`src/rtl/ff_mode_bank_pkg.sv`:
```
// ============================================================================
// ff_mode_bank_pkg : mode encodings shared by the flip-flop bank
// Rev 1.0
// ============================================================================
`default_nettype none

package ff_mode_bank_pkg;

  typedef logic [1:0] mode_t;

  localparam mode_t MODE_D  = 2'b00;
  localparam mode_t MODE_T  = 2'b01;
  localparam mode_t MODE_JK = 2'b10;
  localparam mode_t MODE_SR = 2'b11;

endpackage

`default_nettype wire

```
`src/rtl/ff_mode_bank_tff_cell.sv`:
```
// ============================================================================
// tff_cell : WIDTH-bit toggle register with synchronous clear
// Rev 1.0
// ============================================================================
`default_nettype none

module tff_cell #(
  parameter int WIDTH = 8
) (
  input  logic             clk,
  input  logic             rst,
  input  logic             sclr,
  input  logic [WIDTH-1:0] t,
  output logic [WIDTH-1:0] q
);

  logic [WIDTH-1:0] r_q;

  always_ff @(posedge clk or posedge rst) begin
    if (rst) begin
      r_q <= '0;
    end else if (sclr) begin
      r_q <= '0;
    end else begin
      r_q <= r_q ^ t;
    end
  end

  assign q = r_q;

endmodule

`default_nettype wire

```
`src/rtl/ff_mode_bank.sv`:
```
// ============================================================================
// ff_mode_bank : D/T/JK/SR flip-flop bank; FF_MODE_BANK_ACTIVITY_EN adds a
//                saturating toggle counter
// Rev 1.0
// ============================================================================
`default_nettype none

module ff_mode_bank
  import ff_mode_bank_pkg::*;
#(
  parameter int WIDTH = 8,
  parameter int CNT_W = 16
) (
  input  logic             clk,
  input  logic             rst,
  input  logic             en,
  input  logic             sclr,
  input  logic [1:0]       mode,
  input  logic [WIDTH-1:0] a,
  input  logic [WIDTH-1:0] b,
  input  logic             err_clr,
  input  logic             act_clr,
  output logic [WIDTH-1:0] q,
  output logic             changed,
  output logic             sr_err,
  output logic [CNT_W-1:0] act_cnt
);

  mode_t            w_mode;
  logic [WIDTH-1:0] w_next;
  logic [WIDTH-1:0] w_t;
  logic             w_upd;
  logic             r_changed;
  logic             r_sr_err;

  assign w_mode = mode;
  assign w_upd  = en && !sclr;

  always_comb begin
    w_next = q;
    case (w_mode)
      MODE_D:  w_next = a;
      MODE_T:  w_next = q ^ a;
      MODE_JK: w_next = (a & ~q) | (~b & q);
      // a=b=1 is the illegal SR pair: hold those bits
      MODE_SR: w_next = ((a | (q & ~b)) & ~(a & b)) | (q & a & b);
      default: w_next = q;
    endcase
  end

  // Only real updates toggle; sclr is applied inside the cell
  assign w_t = w_upd ? (w_next ^ q) : '0;

  tff_cell #(
    .WIDTH(WIDTH)
  ) u_cell (
    .clk  (clk),
    .rst  (rst),
    .sclr (sclr),
    .t    (w_t),
    .q    (q)
  );

  always_ff @(posedge clk or posedge rst) begin
    if (rst) begin
      r_changed <= 1'b0;
    end else if (sclr) begin
      r_changed <= |q;
    end else if (en) begin
      r_changed <= |w_t;
    end else begin
      r_changed <= 1'b0;
    end
  end

  always_ff @(posedge clk or posedge rst) begin
    if (rst) begin
      r_sr_err <= 1'b0;
    end else if (w_upd && (w_mode == MODE_SR) && |(a & b)) begin
      r_sr_err <= 1'b1;
    end else if (err_clr) begin
      r_sr_err <= 1'b0;
    end
  end

  assign changed = r_changed;
  assign sr_err  = r_sr_err;

`ifdef FF_MODE_BANK_ACTIVITY_EN
  localparam int POP_W = $clog2(WIDTH + 1);
  localparam int SUM_W = ((CNT_W > POP_W) ? CNT_W : POP_W) + 1;

  logic [POP_W-1:0] w_pop;
  logic [SUM_W-1:0] w_sum;
  logic [CNT_W-1:0] r_act_cnt;

  always_comb begin
    w_pop = '0;
    for (int i = 0; i < WIDTH; i++) begin
      w_pop = w_pop + POP_W'(w_t[i]);
    end
  end

  assign w_sum = SUM_W'(r_act_cnt) + SUM_W'(w_pop);

  always_ff @(posedge clk or posedge rst) begin
    if (rst) begin
      r_act_cnt <= '0;
    end else if (act_clr) begin
      r_act_cnt <= '0;
    end else if (w_upd) begin
      // Any carry past CNT_W bits pins the counter at all-ones
      if (|w_sum[SUM_W-1:CNT_W]) begin
        r_act_cnt <= '1;
      end else begin
        r_act_cnt <= w_sum[CNT_W-1:0];
      end
    end
  end

  assign act_cnt = r_act_cnt;
`else
  logic w_unused_act_clr;

  assign w_unused_act_clr = act_clr;
  assign act_cnt          = '0;
`endif

endmodule

`default_nettype wire

```
`config.mk`:
```
export PLATFORM = sky130hd
export DESIGN_NAME = ff_mode_bank
export DESIGN_NICKNAME = d
export VERILOG_FILES = /design/src/rtl/ff_mode_bank_pkg.sv /design/src/rtl/ff_mode_bank_tff_cell.sv /design/src/rtl/ff_mode_bank.sv
export SDC_FILE = /design/constraint.sdc
export NUM_CORES = 1
export LEC_CHECK = 0
export ABC_CLOCK_PERIOD_IN_PS = 2100
export BUFFER_PORTS_ARGS = -buffer_cell sky130_fd_sc_hd__buf_2
export CORE_UTILIZATION = 34
export CTS_CLUSTER_SIZE = 14
export DETAILED_ROUTE_END_ITERATION = 6
export PLACE_DENSITY = 0.62
export SLEW_MARGIN = 10
export SYNTH_ARGS = -nofsm -noshare
export SYNTH_HDL_FRONTEND = slang
export SYNTH_HIERARCHICAL = 1
export SYNTH_SLANG_ARGS = --single-unit
```
`constraint.sdc`:
```
create_clock -name clk -period 2.1 [get_ports clk]
set_input_delay 0.105 -clock clk [delete_from_list [all_inputs] [get_ports clk]]
set_output_delay 0.105 -clock clk [all_outputs]
set_load 0.03 [all_outputs]
```
==> flow_summary.json, run 1 <==
{
  "status": "finished clean",
  "dp.cells": 260,
  "path_cells": "buf_4, or4_1, o21ai_0, o211ai_1, or4_1",
  "ant_nets": 0,
  "first_pass_iters": 4,
  "yosysTopAreaCell": "dfrtp_1",
  "drv_slew": 0,
  "wl_per_cell_um": 13.15,
  "ys_ff_latch": 10,
  "finClkSkew_ns": 0.0006871,
  "hp-start": "err_clr",
  "antenna_found_initial": 0,
  "routed_wl_um": 3497,
  "required_ns": 2.20,
  "synthesis.area_mm2": 0.001381,
  "syn_inst": 174,
  "drc_errors": 0,
  "hold_depth": 2,
  "fin_nets": 251,
  "crit_top_cell": "or4_1",
  "finalSetupViolCount": 0,
  "crit_arrival_ns": 2.12,
  "portBuffers": 32,
  "fp.coreArea_mm2": 0.003771,
  "total_power_uw": 970.8,
  "tightest_slew_ns": 0.5561,
  "gp_congestion": 0.8122,
  "reg2reg_depth": 5,
  "synth-warning-count": 6,
  "via_per_inst": 5.041,
  "slew_headroom_pct": 62.85,
  "finish.instance_area_mm2": 0.001683,
  "hold_end": "sr_err",
  "initial_core_util_pct": 36.63,
  "synth_compound_area_share_pct": 22.19,
  "async_flop_share_pct": 100.0,
  "grt_max_degree": 15,
  "synth_fa_ha_area_share_pct": 7.246,
  "r2r-start": "u_cell/q[6]",
  "synth_most_common_cell": "nor2_1",
  "path_max_fanout": 5,
  "grt_pass1_wl_um": 5513,
  "rsz0062_at_grt": "false",
  "vdd_drop_max_mv": 0.2859,
  "synth_xor_area_share_pct": 8.152,
  "fin_setup_tns_ns": 0,
  "cts.sinks": 10,
  "cts_tree": "done",
  "max_cap_violations": 0,
  "die_h_um": 65.74,
  "vias": 1341,
  "place_area_mm2": 0.001579,
  "fp.dieArea_mm2": 0.004322,
  "ys_seq_area_share_pct": 18.12,
  "synth_edf_count": 0,
  "clock.fmax_mhz": 493.9,
  "p_leak_uw": 0.0008424,
  "critPathKind": "reg -> reg",
  "ios": 50,
  "root_buffer": "clkbuf_8",
  "start_kind": "flip-flop",
  "synth_area_leaders": "dfrtp_1, buf_4, ha_1, xnor2_1, nor2_1",
  "stdcell_count": 266,
  "cts_buffer_depth": 2,
  "area_growth_pct": 21.83,
  "slowest_delay_ns": 0.52,
  "reg2reg_slack_ns": 0.08,
  "clk_latency_ns": 0.23,
  "syn_avg_cell_area_um2": 7.939,
  "drive_gt1_share_pct": 31.19,
  "synth_commonest_cells": "nor2_1, buf_4, inv_1, nor3_1",
  "period_share_pct": 96.41,
  "htree_num_levels": 1,
  "setup.worst_path.end_class": "flip-flop",
  "synth_top_area_share_pct": 18.12,
  "r2r-end": "changed",
  "cts_buffers": 3,
  "clkTransAtPathRegs_ns": 0.05,
  "first_iter_violations": 63,
  "min_period_ns": 2.025,
  "grt_pass1_vias": 1185,
  "slowest_stage": "or4_1",
  "synth.distinct_cells": 39,
  "synthMuxAreaShare_pct": 2.899,
  "rows": 22,
  "dp_hpwl_um": 2747,
  "synth-simple-area-share_pct": 22.92,
  "finalHoldViolCount": 0,
  "overflow": 0,
  "synth_top_family_by_area": "simple AND/OR/NAND/NOR gates",
  "diodes": 0,
  "ys.flop_type": "dfrtp_1",
  "fp.dieW_um": 65.74,
  "hold_class": "in -> reg",
  "grt_util_all_layers_pct": 16.73,
  "power_density_mw_per_mm2": 576.9
}
## cell usage in the layout (no fill, tap or decap), drive strengths merged
cell type and n:
o41ai 4, a21oi 4, nand2b 1, nand3 4, nor2 24, dfrtp 10, conb 16, or2 1
and4 1, dlygate4sd3 1, or3 4, a211oi 3, nand2 1, o21ai 1, inv 15, o221a 1
o221ai 4, mux2i 4, or4 3, a31oi 1, buf 48, o32ai 2, a21o 4, clkbuf 4
xnor2 11, nor3 15, o2111ai 1, xor2 1, o211ai 5, ha 8, a22oi 4, nor2b 9
a211o 1, o32a 2
## through the flow
stage	util, %	setup WS, ns	hold slack (ns)
2_1_floorplan	-	0.01917	-0.1538
3_3_place_gp	41.87	0.08420	-0.03338
3_5_place_dp	41.87	0.04795	-0.03134
4_1_cts	43.60	0.04508	0.06310
5_1_grt	44.63	0.003444	0.08851
6_report	44.63	0.07541	0.06958
## power by group
part           total [µW]  internal (µW)  switching (µW)
Clock                 241            165            76.4
Combinational         487            199             288
Sequential            243            218            24.2
Total                 971            583             388
## per-layer routing
layer  global-route usage (%)  vias to the layer above  part of all wire, %
met3                    4.514                        0                  5.1
met4                    1.630                        0                    0
met5                        0                        -                    0
li1                         -                      677                    -
met1                    22.97                      627                   48
met2                    26.79                       37                   47
## state kept, by name (all words and copies together) (netlist names)
| name | flops |
|---|---|
| sr_err | 1 |
| u_cell/q | 8 |
| changed | 1 |
## how the worst max path moves through the flow
stage / start / end / slack, ns / depth (start not counted)
2_1_floorplan: u_cell/q[3] / changed / 0.02 / 7
3_3_place_gp: u_cell/q[3] / changed / 0.08 / 7
3_5_place_dp: u_cell/q[3] / changed / 0.05 / 7
4_1_cts: u_cell/q[3] / changed / 0.05 / 7
5_1_grt: u_cell/q[4] / changed / 0.003 / 7
6_report: u_cell/q[6] / changed / 0.08 / 5
## critical path, delay by kind of cell (launching register included)
family,cells,cell delay (ns)
compound gates,2,0.28
buf+inv,1,0.18
flops,1,0.43
simple gates,2,1.00
## logic make-up (layout without fill, tap and decap cells)
kind of cell,after synthesis,count (layout)
simple gates,63,63
buf+inv,39,68
compound gates,37,37
xor+xnor,12,12
flops,10,10
fa+ha+maj,8,8
mux,4,4
other cells,1,16
## final cells by class
cell class / instances / area [µm²]
multi-input combinational: 140 / 965.9
inverter: 15 / 56.30
fill: 390 / 2088
tap: 48 / 60.06
timing repair buffer: 49 / 290.3
sequential: 10 / 255.2
clock buffer: 4 / 55.05
## what timing repair did
action,in CTS,in global routing
endpoints found under the hold margin,10,0
endpoints found under the setup margin,0,1
gates resized for setup,0,7
hold buffers,1,0
buffers inserted,0,1
(Power assumes the default switching activity.)
==> run 2, diff against run 1 <==
--- a/config.mk
+++ b/config.mk
@@ -6,11 +6,12 @@
 export NUM_CORES = 1
 export LEC_CHECK = 0
 export ABC_CLOCK_PERIOD_IN_PS = 2100
-export BUFFER_PORTS_ARGS = -buffer_cell sky130_fd_sc_hd__buf_2
 export CORE_UTILIZATION = 34
 export CTS_CLUSTER_SIZE = 14
 export DETAILED_ROUTE_END_ITERATION = 6
-export PLACE_DENSITY = 0.62
+export DONT_BUFFER_PORTS = 1
+export HOLD_SLACK_MARGIN = 0.1
+export PLACE_DENSITY = 0.51
 export SLEW_MARGIN = 10
 export SYNTH_ARGS = -nofsm -noshare
 export SYNTH_HDL_FRONTEND = slang
==> flow_summary.json, run 2 (synthesized netlist as in run 1, its figures left out) <==
{
  "status": "finished clean",
  "power_switching_uw": 353.1,
  "clock.fmax_mhz": 492.1,
  "overflow": 0,
  "cp-endpoint": "changed",
  "slew_headroom_pct": 62.50,
  "hold_ws_ns": 0.1603,
  "grt_max_degree": 20,
  "pwr-share-comb_pct": 45.6,
  "vias": 1292,
  "max_cap_violations": 0,
  "root_buffer": "clkbuf_8",
  "antenna_found_initial": 0,
  "p_leak_uw": 0.0007227,
  "routed_wl_um": 3708,
  "r2r-end": "changed",
  "wl_per_cell_um": 15.58,
  "via_per_inst": 5.429,
  "cts_buffers": 3,
  "swShare_pct": 38.43,
  "initial_core_util_pct": 36.63,
  "ant_nets": 0,
  "final_common_cell": "nor2_1",
  "min_period_ns": 2.032,
  "finalHoldViolCount": 0,
  "power_density_mw_per_mm2": 594.1,
  "cts_tree": "done",
  "clk_latency_ns": 0.24,
  "grt_pass1_vias": 1298,
  "path_max_fanout": 7,
  "tightest_slew_ns": 0.5614,
  "drc_errors": 0,
  "pwr-share-clk_pct": 26.3,
  "area_growth_pct": 11.96,
  "fp.coreArea_mm2": 0.003771,
  "htree_num_levels": 1,
  "fin_setup_tns_ns": 0,
  "fin_nets": 223,
  "start_kind": "flip-flop",
  "gp_congestion": 0.7706,
  "final_cell_mix": "nor2_1, buf_4, conb_1, inv_1, nor3_1",
  "crit_arrival_ns": 2.14,
  "cts_buffer_depth": 2,
  "finClkSkew_ns": 0.003155,
  "first_pass_iters": 4,
  "p_int_uw": 565.7,
  "finalSetupViolCount": 0,
  "first_iter_violations": 40,
  "diodes": 0,
  "portBuffers": 0,
  "pre_cts_ws_ns": 0.08548,
  "ios": 50,
  "crit_start": "u_cell/q[3]",
  "vdd_drop_max_mv": 0.1778,
  "cts.sinks": 10,
  "hold_class": "in -> reg",
  "total_power_uw": 918.8,
  "rows": 22,
  "grt_util_all_layers_pct": 17.69,
  "period_share_pct": 96.76,
  "dp_hpwl_um": 2847,
  "reg2reg_slack_ns": 0.07,
  "drv_slew": 0,
  "fp.dieW_um": 65.74,
  "setup.worst_path.end_class": "flip-flop",
  "grt_pass1_wl_um": 5837,
  "die_h_um": 65.74,
  "critPathKind": "reg -> reg",
  "reg2reg_depth": 7,
  "fp.dieArea_mm2": 0.004322,
  "r2r-start": "u_cell/q[3]",
  "clkTransAtPathRegs_ns": 0.05,
  "finalWorstSetupSlack_ns": 0.06795,
  "power_frac_seq_pct": 28.1,
  "required_ns": 2.21,
  "largest_reg_flops": 8,
  "drive_gt1_share_pct": 18.42
}
==> run 2: worst min-delay path by stage <==
stage | start | to | slack, ns | cells past startpoint
floorplan | rst | changed | -0.15 | 1
global placement | rst | sr_err | -0.15 | 1
detailed placement | rst | sr_err | -0.14 | 1
CTS | sclr | changed | 0.15 | 3
global route | sclr | changed | 0.21 | 3
finish | sclr | changed | 0.16 | 3
==> run 2: layout make-up <==
class                      count  area (µm²)
tap                           48       60.06
timing repair buffer          21       165.2
multi-input combinational    140       955.9
inverter                      15       56.30
sequential                    10       254.0
clock buffer                   4       55.05
fill                         403        2225
==> run 2: routing by layer <==
metal,share of wire [%],track usage (%),up-vias,wire length [µm]
met4,0.76,6.522,0,28
met3,3.3,0.8681,3,124
li1,-,-,625,-
met5,0,0,-,0
met1,41,20.46,632,1531
met2,55,33.55,32,2024
==> run 2: worst max-delay path, stage by stage, from the launching register on <==
cell	delay, ns
dfrtp_2	0.40
buf_4	0.17
nor3_2	0.11
nor3_1	0.07
o32a_1	0.38
xnor2_2	0.19
o2111ai_1	0.11
or4_1	0.48
==> run 2: stage by stage <==
step	instances	cell area, µm²	util, %
3_5_place_dp	230	1434	38.02
5_1_grt	238	1546	41.01
3_3_place_gp	230	1434	38.02
6_report	238	1546	41.01
2_1_floorplan	189	1441	-
4_1_cts	237	1519	40.28
==> run 2: power by group through the flow <==
stage	Clock, µW	Sequential [µW]	Combinational (µW)
floorplan	0	308	288
global placement	0	260	390
detailed placement	0	261	401
CTS	249	259	409
global route	261	262	460
finish	242	258	419
==> run 2: what timing repair did <==
action                                  in CTS  in global routing
hold buffers                                 3                  0
endpoints found under the hold margin       19                  0
endpoints found under the setup margin       0                  1
gates resized for setup                      0                  4
setup buffers                                0                  1
